$ cat src/rtl/sdc_pkg.sv
// Shared definitions for the SD DAT-bus write path: status codes, CRC16 polynomial, FSM states.
package sdc_pkg;

  localparam logic [2:0] STS_OK        = 3'd0;
  localparam logic [2:0] STS_CRC_ERR   = 3'd1;
  localparam logic [2:0] STS_WRITE_ERR = 3'd2;
  localparam logic [2:0] STS_NO_TOKEN  = 3'd3;
  localparam logic [2:0] STS_BUSY_TO   = 3'd4;
  localparam logic [2:0] STS_UNDERRUN  = 3'd5;
  localparam logic [2:0] STS_BAD_TOKEN = 3'd6;

  localparam logic [15:0] CRC16_POLY = 16'h1021;

  typedef enum logic [3:0] {
    DAT_IDLE,
    DAT_PRELOAD,
    DAT_START,
    DAT_DATA,
    DAT_CRC,
    DAT_END,
    DAT_TURN,
    DAT_TOKEN,
    DAT_TOKBITS,
    DAT_BUSY
  } dat_state_t;

  function automatic logic [15:0] crc16_step(input logic [15:0] crc, input logic bit_in);
    crc16_step = {crc[14:0], 1'b0} ^ (((crc[15] ^ bit_in) == 1'b1) ? CRC16_POLY : 16'h0000);
  endfunction

endpackage

$ cat src/rtl/sdc_crc16_x4.sv
// Four independent serial CRC16-CCITT generators, one per DAT line.
module sdc_crc16_x4
  import sdc_pkg::*;
(
  input  logic        clk,
  input  logic        rst_n,
  input  logic        clr,
  input  logic        en,
  input  logic [3:0]  bits,
  output logic [15:0] crc0,
  output logic [15:0] crc1,
  output logic [15:0] crc2,
  output logic [15:0] crc3
);

  logic [15:0] r_crc [4];

  always_ff @(posedge clk or negedge rst_n) begin
    if (!rst_n) begin
      for (int unsigned i = 0; i < 4; i++) r_crc[i] <= '0;
    end else if (clr) begin
      for (int unsigned i = 0; i < 4; i++) r_crc[i] <= '0;
    end else if (en) begin
      for (int unsigned i = 0; i < 4; i++) r_crc[i] <= crc16_step(r_crc[i], bits[i]);
    end
  end

  assign crc0 = r_crc[0];
  assign crc1 = r_crc[1];
  assign crc2 = r_crc[2];
  assign crc3 = r_crc[3];

endmodule

$ cat src/rtl/sdc_dat_tx.sv
// 4-bit SD DAT-bus block transmitter: start bit, payload nibbles, per-line CRC16, end bit,
// then CRC-status token capture and DAT0 busy wait with one status report per block.
module sdc_dat_tx
  import sdc_pkg::*;
#(
  parameter int unsigned BLOCK_BYTES  = 512,
  parameter int unsigned TOKEN_WINDOW = 16,
  parameter int unsigned BUSY_TO_BITS = 16
) (
  input  logic                    clk,
  input  logic                    rst_n,
  input  logic                    start,
  input  logic [BUSY_TO_BITS-1:0] busy_timeout,
  input  logic [7:0]              in_data,
  input  logic                    in_valid,
  output logic                    in_ready,
  input  logic                    clk_out_stb,
  input  logic                    clk_sample_stb,
  input  logic [3:0]              dat_in,
  output logic [3:0]              dat_out,
  output logic                    dat_en,
  output logic                    active,
  output logic                    done,
  output logic [2:0]              status
);

  localparam int unsigned NIBBLES = 2 * BLOCK_BYTES;
  localparam int unsigned NW = $clog2(NIBBLES);
  localparam int unsigned FW = $clog2(BLOCK_BYTES + 1);
  localparam int unsigned WW = $clog2(TOKEN_WINDOW + 1);
  localparam int unsigned BW = BUSY_TO_BITS + 1;

  dat_state_t              r_state, w_state;
  logic [3:0]              r_dat_out, w_dat_out;
  logic                    r_dat_en, w_dat_en;
  logic                    r_done, w_done;
  logic [2:0]              r_status, w_status;
  logic [7:0]              r_hold, w_hold;
  logic                    r_hold_full, w_hold_full;
  logic [3:0]              r_cur, w_cur;
  logic [FW-1:0]           r_fetched, w_fetched;
  logic [NW-1:0]           r_nib, w_nib;
  logic [3:0]              r_bit, w_bit;
  logic [WW-1:0]           r_win, w_win;
  logic [2:0]              r_tok, w_tok;
  logic [1:0]              r_tokcnt, w_tokcnt;
  logic [BUSY_TO_BITS-1:0] r_busy_to, w_busy_to;
  logic [BW-1:0]           r_busy_cnt, w_busy_cnt;

  logic        w_out, w_smp, w_accept, w_finish;
  logic        w_crc_clr, w_crc_en;
  logic [3:0]  w_crc_bits;
  logic [15:0] w_crc0, w_crc1, w_crc2, w_crc3;
  logic [BW-1:0] w_busy_inc;
  logic        w_unused_dat;

  sdc_crc16_x4 u_crc (
    .clk   (clk),
    .rst_n (rst_n),
    .clr   (w_crc_clr),
    .en    (w_crc_en),
    .bits  (w_crc_bits),
    .crc0  (w_crc0),
    .crc1  (w_crc1),
    .crc2  (w_crc2),
    .crc3  (w_crc3)
  );

  // Output strobe wins a collision; the sample is simply dropped.
  assign w_out        = clk_out_stb;
  assign w_smp        = clk_sample_stb & ~clk_out_stb;
  assign in_ready     = (r_state != DAT_IDLE) & ~r_hold_full & (r_fetched < FW'(BLOCK_BYTES));
  assign w_accept     = in_valid & in_ready;
  assign w_busy_inc   = r_busy_cnt + BW'(1);
  assign w_unused_dat = &{1'b0, dat_in[3:1]};

  always_comb begin
    w_state    = r_state;
    w_dat_out  = r_dat_out;
    w_dat_en   = r_dat_en;
    w_done     = 1'b0;
    w_status   = r_status;
    w_hold     = r_hold;
    w_hold_full = r_hold_full;
    w_cur      = r_cur;
    w_fetched  = r_fetched;
    w_nib      = r_nib;
    w_bit      = r_bit;
    w_win      = r_win;
    w_tok      = r_tok;
    w_tokcnt   = r_tokcnt;
    w_busy_to  = r_busy_to;
    w_busy_cnt = r_busy_cnt;
    w_crc_clr  = 1'b0;
    w_crc_en   = 1'b0;
    w_crc_bits = '0;
    w_finish   = 1'b0;

    if (w_accept) begin
      w_hold      = in_data;
      w_hold_full = 1'b1;
      w_fetched   = r_fetched + FW'(1);
    end

    case (r_state)
      DAT_IDLE: begin
        if (start && !r_done) begin
          w_state     = DAT_PRELOAD;
          w_crc_clr   = 1'b1;
          w_fetched   = '0;
          w_hold_full = 1'b0;
          w_nib       = '0;
          w_bit       = 4'd15;
          w_win       = '0;
          w_tokcnt    = '0;
          w_busy_to   = busy_timeout;
          w_busy_cnt  = '0;
        end
      end
      DAT_PRELOAD: if (r_hold_full) w_state = DAT_START;
      DAT_START: begin
        if (w_out) begin
          w_dat_en  = 1'b1;
          w_dat_out = '0;
          w_state   = DAT_DATA;
        end
      end
      DAT_DATA: begin
        if (w_out) begin
          if (!r_nib[0]) begin
            if (!r_hold_full) begin
              w_status = STS_UNDERRUN;
              w_finish = 1'b1;
            end else begin
              w_dat_out   = r_hold[7:4];
              w_cur       = r_hold[3:0];
              w_hold_full = 1'b0;
              w_crc_en    = 1'b1;
              w_crc_bits  = r_hold[7:4];
              w_nib       = r_nib + NW'(1);
            end
          end else begin
            w_dat_out  = r_cur;
            w_crc_en   = 1'b1;
            w_crc_bits = r_cur;
            if (r_nib == NW'(NIBBLES - 1)) begin
              w_state = DAT_CRC;
              w_bit   = 4'd15;
            end else begin
              w_nib = r_nib + NW'(1);
            end
          end
        end
      end
      DAT_CRC: begin
        if (w_out) begin
          w_dat_out = {w_crc3[r_bit], w_crc2[r_bit], w_crc1[r_bit], w_crc0[r_bit]};
          if (r_bit == 4'd0) w_state = DAT_END;
          else               w_bit   = r_bit - 4'd1;
        end
      end
      DAT_END: begin
        if (w_out) begin
          w_dat_out = '1;
          w_state   = DAT_TURN;
        end
      end
      DAT_TURN: begin
        if (w_out) begin
          w_dat_en  = 1'b0;
          w_dat_out = '1;
          w_win     = '0;
          w_state   = DAT_TOKEN;
        end
      end
      DAT_TOKEN: begin
        if (w_smp) begin
          if (!dat_in[0]) begin
            w_state  = DAT_TOKBITS;
            w_tokcnt = '0;
          end else if (r_win == WW'(TOKEN_WINDOW - 1)) begin
            w_status = STS_NO_TOKEN;
            w_finish = 1'b1;
          end else begin
            w_win = r_win + WW'(1);
          end
        end
      end
      DAT_TOKBITS: begin
        if (w_smp) begin
          if (r_tokcnt == 2'd3) begin
            if (!dat_in[0]) begin
              w_status = STS_BAD_TOKEN;
              w_finish = 1'b1;
            end else begin
              case (r_tok)
                3'b010: begin
                  w_state    = DAT_BUSY;
                  w_busy_cnt = '0;
                end
                3'b101:  begin w_status = STS_CRC_ERR;   w_finish = 1'b1; end
                3'b110:  begin w_status = STS_WRITE_ERR; w_finish = 1'b1; end
                default: begin w_status = STS_BAD_TOKEN; w_finish = 1'b1; end
              endcase
            end
          end else begin
            w_tok    = {r_tok[1:0], dat_in[0]};
            w_tokcnt = r_tokcnt + 2'd1;
          end
        end
      end
      DAT_BUSY: begin
        if (w_smp) begin
          if (dat_in[0]) begin
            w_status = STS_OK;
            w_finish = 1'b1;
          end else if (w_busy_inc >= {1'b0, r_busy_to}) begin
            w_status = STS_BUSY_TO;
            w_finish = 1'b1;
          end else begin
            w_busy_cnt = w_busy_inc;
          end
        end
      end
      default: w_state = DAT_IDLE;
    endcase

    // Every exit path releases the bus and drops any buffered byte in the same cycle.
    if (w_finish) begin
      w_state     = DAT_IDLE;
      w_done      = 1'b1;
      w_dat_en    = 1'b0;
      w_dat_out   = '1;
      w_hold_full = 1'b0;
    end
  end

  always_ff @(posedge clk or negedge rst_n) begin
    if (!rst_n) begin
      r_state     <= DAT_IDLE;
      r_dat_out   <= '1;
      r_dat_en    <= 1'b0;
      r_done      <= 1'b0;
      r_status    <= STS_OK;
      r_hold      <= '0;
      r_hold_full <= 1'b0;
      r_cur       <= '0;
      r_fetched   <= '0;
      r_nib       <= '0;
      r_bit       <= 4'd15;
      r_win       <= '0;
      r_tok       <= '0;
      r_tokcnt    <= '0;
      r_busy_to   <= '0;
      r_busy_cnt  <= '0;
    end else begin
      r_state     <= w_state;
      r_dat_out   <= w_dat_out;
      r_dat_en    <= w_dat_en;
      r_done      <= w_done;
      r_status    <= w_status;
      r_hold      <= w_hold;
      r_hold_full <= w_hold_full;
      r_cur       <= w_cur;
      r_fetched   <= w_fetched;
      r_nib       <= w_nib;
      r_bit       <= w_bit;
      r_win       <= w_win;
      r_tok       <= w_tok;
      r_tokcnt    <= w_tokcnt;
      r_busy_to   <= w_busy_to;
      r_busy_cnt  <= w_busy_cnt;
    end
  end

  assign dat_out = r_dat_out;
  assign dat_en  = r_dat_en;
  assign done    = r_done;
  assign status  = r_status;
  assign active  = (r_state != DAT_IDLE);

endmodule

$ cat config.mk
export PLATFORM = sky130hd
export DESIGN_NAME = sdc_dat_tx
export DESIGN_NICKNAME = d
export VERILOG_FILES = /design/src/rtl/sdc_pkg.sv /design/src/rtl/sdc_crc16_x4.sv /design/src/rtl/sdc_dat_tx.sv
export SDC_FILE = /design/constraint.sdc
export NUM_CORES = 1
export LEC_CHECK = 0
export CAP_MARGIN = 10
export CORE_MARGIN = 1.5
export CORE_UTILIZATION = 65
export CTS_CLUSTER_DIAMETER = 80
export DETAILED_ROUTE_END_ITERATION = 6
export GPL_TIMING_DRIVEN = 0
export MAX_ROUTING_LAYER = met4
export PLACE_DENSITY = 0.87
export SYNTH_ARGS = -nofsm -noshare
export SYNTH_HDL_FRONTEND = slang
export SYNTH_SLANG_ARGS = --single-unit
$ cat constraint.sdc
create_clock -name clk -period 6.3 [get_ports clk]
set_clock_uncertainty 0.2 [all_clocks]
set_input_delay 0.945 -clock clk [delete_from_list [all_inputs] [get_ports clk]]
set_output_delay 0.945 -clock clk [all_outputs]
set_load 0.01 [all_outputs]
==> impl_results.md <==
- Max-cap violations: 0
- Final hold vios: 0
- Most frequent cells in the layout: nand2_1 (174), dfrtp_1 (149), nand3_1 (78), o21ai_0 (65), nor2_1 (49)
- Seq cells post-synth: 157
- Nets: 986
- Final Cycle Share: 0.691
- TNS Setup: 0 ns
- Post-CTS resize count: 0
- Most common cell after layout, fill and taps aside: nand2_1
- Slew HR: 0.150
- Status: finished clean
- Core Region: 12200 sq um
- R2R depth: 14
- Seq/Total Area, Yosys: 0.478
- # port buffers: 41
- DP Wirelength: 13000 um
- CP max FO: 10
- Diode count: 0
- Worst-Skew Late Latency: 0.44 ns
- Syn Area/Cell: 9.49 sq um
- Final non-filler cell total: 1110
- Routed Antenna Nets: 0
- Mapped Cells: 868
- Highest Clock Rate: 0.230 GHz
- Reg2Reg Capture Point: r_busy_cnt[14]
- Synth Net Count: 925
- PD cells: 362 nW/um^2
- Cell depth of the worst hold path: 2
- Initial antenna violation count: 0
- Clock Root Buffer: clkbuf_16
- Crit path kind: register to register
- Initial DRT Pass Iterations: 5
- Distinct cells, synth: 62
- Slowest-stage cell, CP: nor3_1
- RR Startpoint: r_busy_cnt[0]
- Cts hold-fix bufs: 0
- Detailed Route WL: 19400 um
- H-tree Lvls: 4
- Post-synth top flop: dfrtp_1
- Vias: 6809
- Min Hold Slack: 0.295 ns
- Max-slew violation count: 0
- Req. time, crit path: 6.42 ns
- Cell count after placement: 1078
- Final setup viols: 0
- Rows: 40
- WL per Instance: 17.5 um
- Worst slew pin tran: 1.24 ns
- Max incr delay on CP: 0.59 ns
- Drt drc: 0
- Hold endpoint: u_crc.crc2[7]
- Vias in the first global route: 6542
- CTS tree: built
- Die width: 116 um
- Largest net degree at the start of global routing: 89
- RSZ-0062 raised after global routing: false
- CP arrival: 4.47 ns
- Final setup margin: 1.95 ns
- Die area: 13400 sq um
- Avg Vias per Cell: 6.13
- Critical Path Source Type: register
- R2R Setup Slk: 1.95 ns
- Setup Fix Bufs, Post-CTS: 0
- GRT Resource Usage Total: 0.319
- CTS max path bufs: 2
- Crit end category: register
- FFs w/ async S/R, synth: 1.00
- GRT Residual Overflow: 0
- Routability cong.: 0.913
- Yosys warnings: 0
- Min Tclk post-route: 4.35 ns
- Hold crit path type: register to register
- Min-Delay Startpoint: u_crc.crc2[6]
- First-pass GRT wire length: 31900 um
- Die Span Y: 116 um
- Leakage: 4.36 nW
- Clk sinks: 157
- Clock Pin Slew Worst Setup and Hold Paths: 0.07 ns
- Initial DRC count: 583
- Num CTS Buffers: 17
- Share of cells above drive strength 1: 0.104
- VDD IR max: 0.279 mV
- DP Worst Slack: 2.16 ns
- Mapped cell area: 8240 sq um
- CP Cell Sequence: nand4_1, nor3_1, nand2_1, nor3_1, xor2_1, ha_1, nand4_1, nor4_1, a2111o_1, o21ai_1, o211ai_2, clkbuf_1, o21ai_0, o41ai_2
- Initial Utilization: 0.677
- Post-synth EDFFs: 0
- Synth-to-layout area growth: 14.8%
- I/O Pins: 45
registers in the layout, summed over array words and instances (netlist names), 2 cells and up:
name        count
r_hold          8
u_crc.crc3     16
r_tok           3
r_cur           4
u_crc.crc2     16
u_crc.crc1     16
r_win           5
status          3
r_fetched      10
r_busy_to      16
r_busy_cnt     17
r_bit           4
r_tokcnt        2
dat_out         4
r_nib          10
u_crc.crc0     16
r_state         4
power by group:
part,internal (mW),switching [mW]
Sequential,1.20,0.114
Clock,0.562,0.425
Combinational,0.437,0.690
Total,2.20,1.23
Yosys cell counts (all sizes together), types with 8 or more instances:
| library cell | count | area (sq um) |
|---|---|---|
| a21oi | 25 | 129 |
| and3 | 9 | 61.3 |
| buf | 15 | 65.1 |
| clkbuf | 35 | 131 |
| dfrtp | 149 | 3730 |
| dfstp | 8 | 210 |
| ha | 23 | 288 |
| inv | 32 | 120 |
| mux2 | 15 | 169 |
| mux4 | 20 | 450 |
| nand2 | 174 | 653 |
| nand3 | 78 | 390 |
| nand4 | 10 | 62.6 |
| nor2 | 49 | 184 |
| nor3 | 13 | 70.1 |
| o21ai | 66 | 330 |
| xnor2 | 15 | 131 |
| xor2 | 26 | 228 |
worst max path at each step:
stage	from	endpoint	cells after the start
final	r_busy_cnt[0]	r_busy_cnt[14]	14
after global routing	r_busy_cnt[0]	r_busy_cnt[7]	14
after CTS	r_busy_cnt[0]	r_busy_cnt[7]	14
after detailed placement	r_busy_cnt[0]	r_busy_cnt[14]	12
after global placement	rst_n	r_hold[2]	1
after floorplan	r_busy_cnt[2]	r_busy_cnt[7]	14
routing by layer:
| metal | GRT usage | vias up | share of wire |
|---|---|---|---|
| li1 | - | 3167 | - |
| met1 | 0.412 | 3325 | 0.42 |
| met2 | 0.497 | 249 | 0.49 |
| met3 | 0.0654 | 68 | 0.054 |
| met4 | 0.134 | 0 | 0.033 |
| met5 | - | - | 0 |
logic make-up after synthesis:
group                      Yosys count  share of synthesized area
buffers and inverters               82                     0.0384
xor gates and xnor gates            41                     0.0436
adders and majority gates           23                     0.0349
muxes                               40                     0.0813
AOI/OAI and AO/OA                  143                      0.107
and+or+nand+nor                    382                      0.217
DFF                                157                      0.478
worst max-delay path: cells and delay by family (launching register included):
| family | cells | cell delay, ns |
|---|---|---|
| simple gates | 6 | 1.47 |
| compound gates | 5 | 1.21 |
| flops | 1 | 0.45 |
| buf+inv | 1 | 0.33 |
| fa+ha+maj | 1 | 0.29 |
| xor+xnor | 1 | 0.27 |
cell type report:
class,instances,area (sq um)
Multi-Input combinational cell,629,3980
Sequential cell,157,3940
Fill cell,778,2700
Clock buffer,23,498
Timing Repair Buffer,42,439
Tap cell,168,210
Buffer,50,196
Inverter,32,120
Clock inverter,9,72.6
through the flow:
stage | utilization | instance area [sq um] | power [mW]
after floorplan | - | 8240 | 2.07
after global placement | 0.728 | 8860 | 2.38
after detailed placement | 0.731 | 8890 | 2.42
after CTS | 0.778 | 9460 | 3.42
after global routing | 0.778 | 9460 | 3.60
final | 0.778 | 9460 | 3.43
No activity file was read; power rests on OpenSTA's default activity.
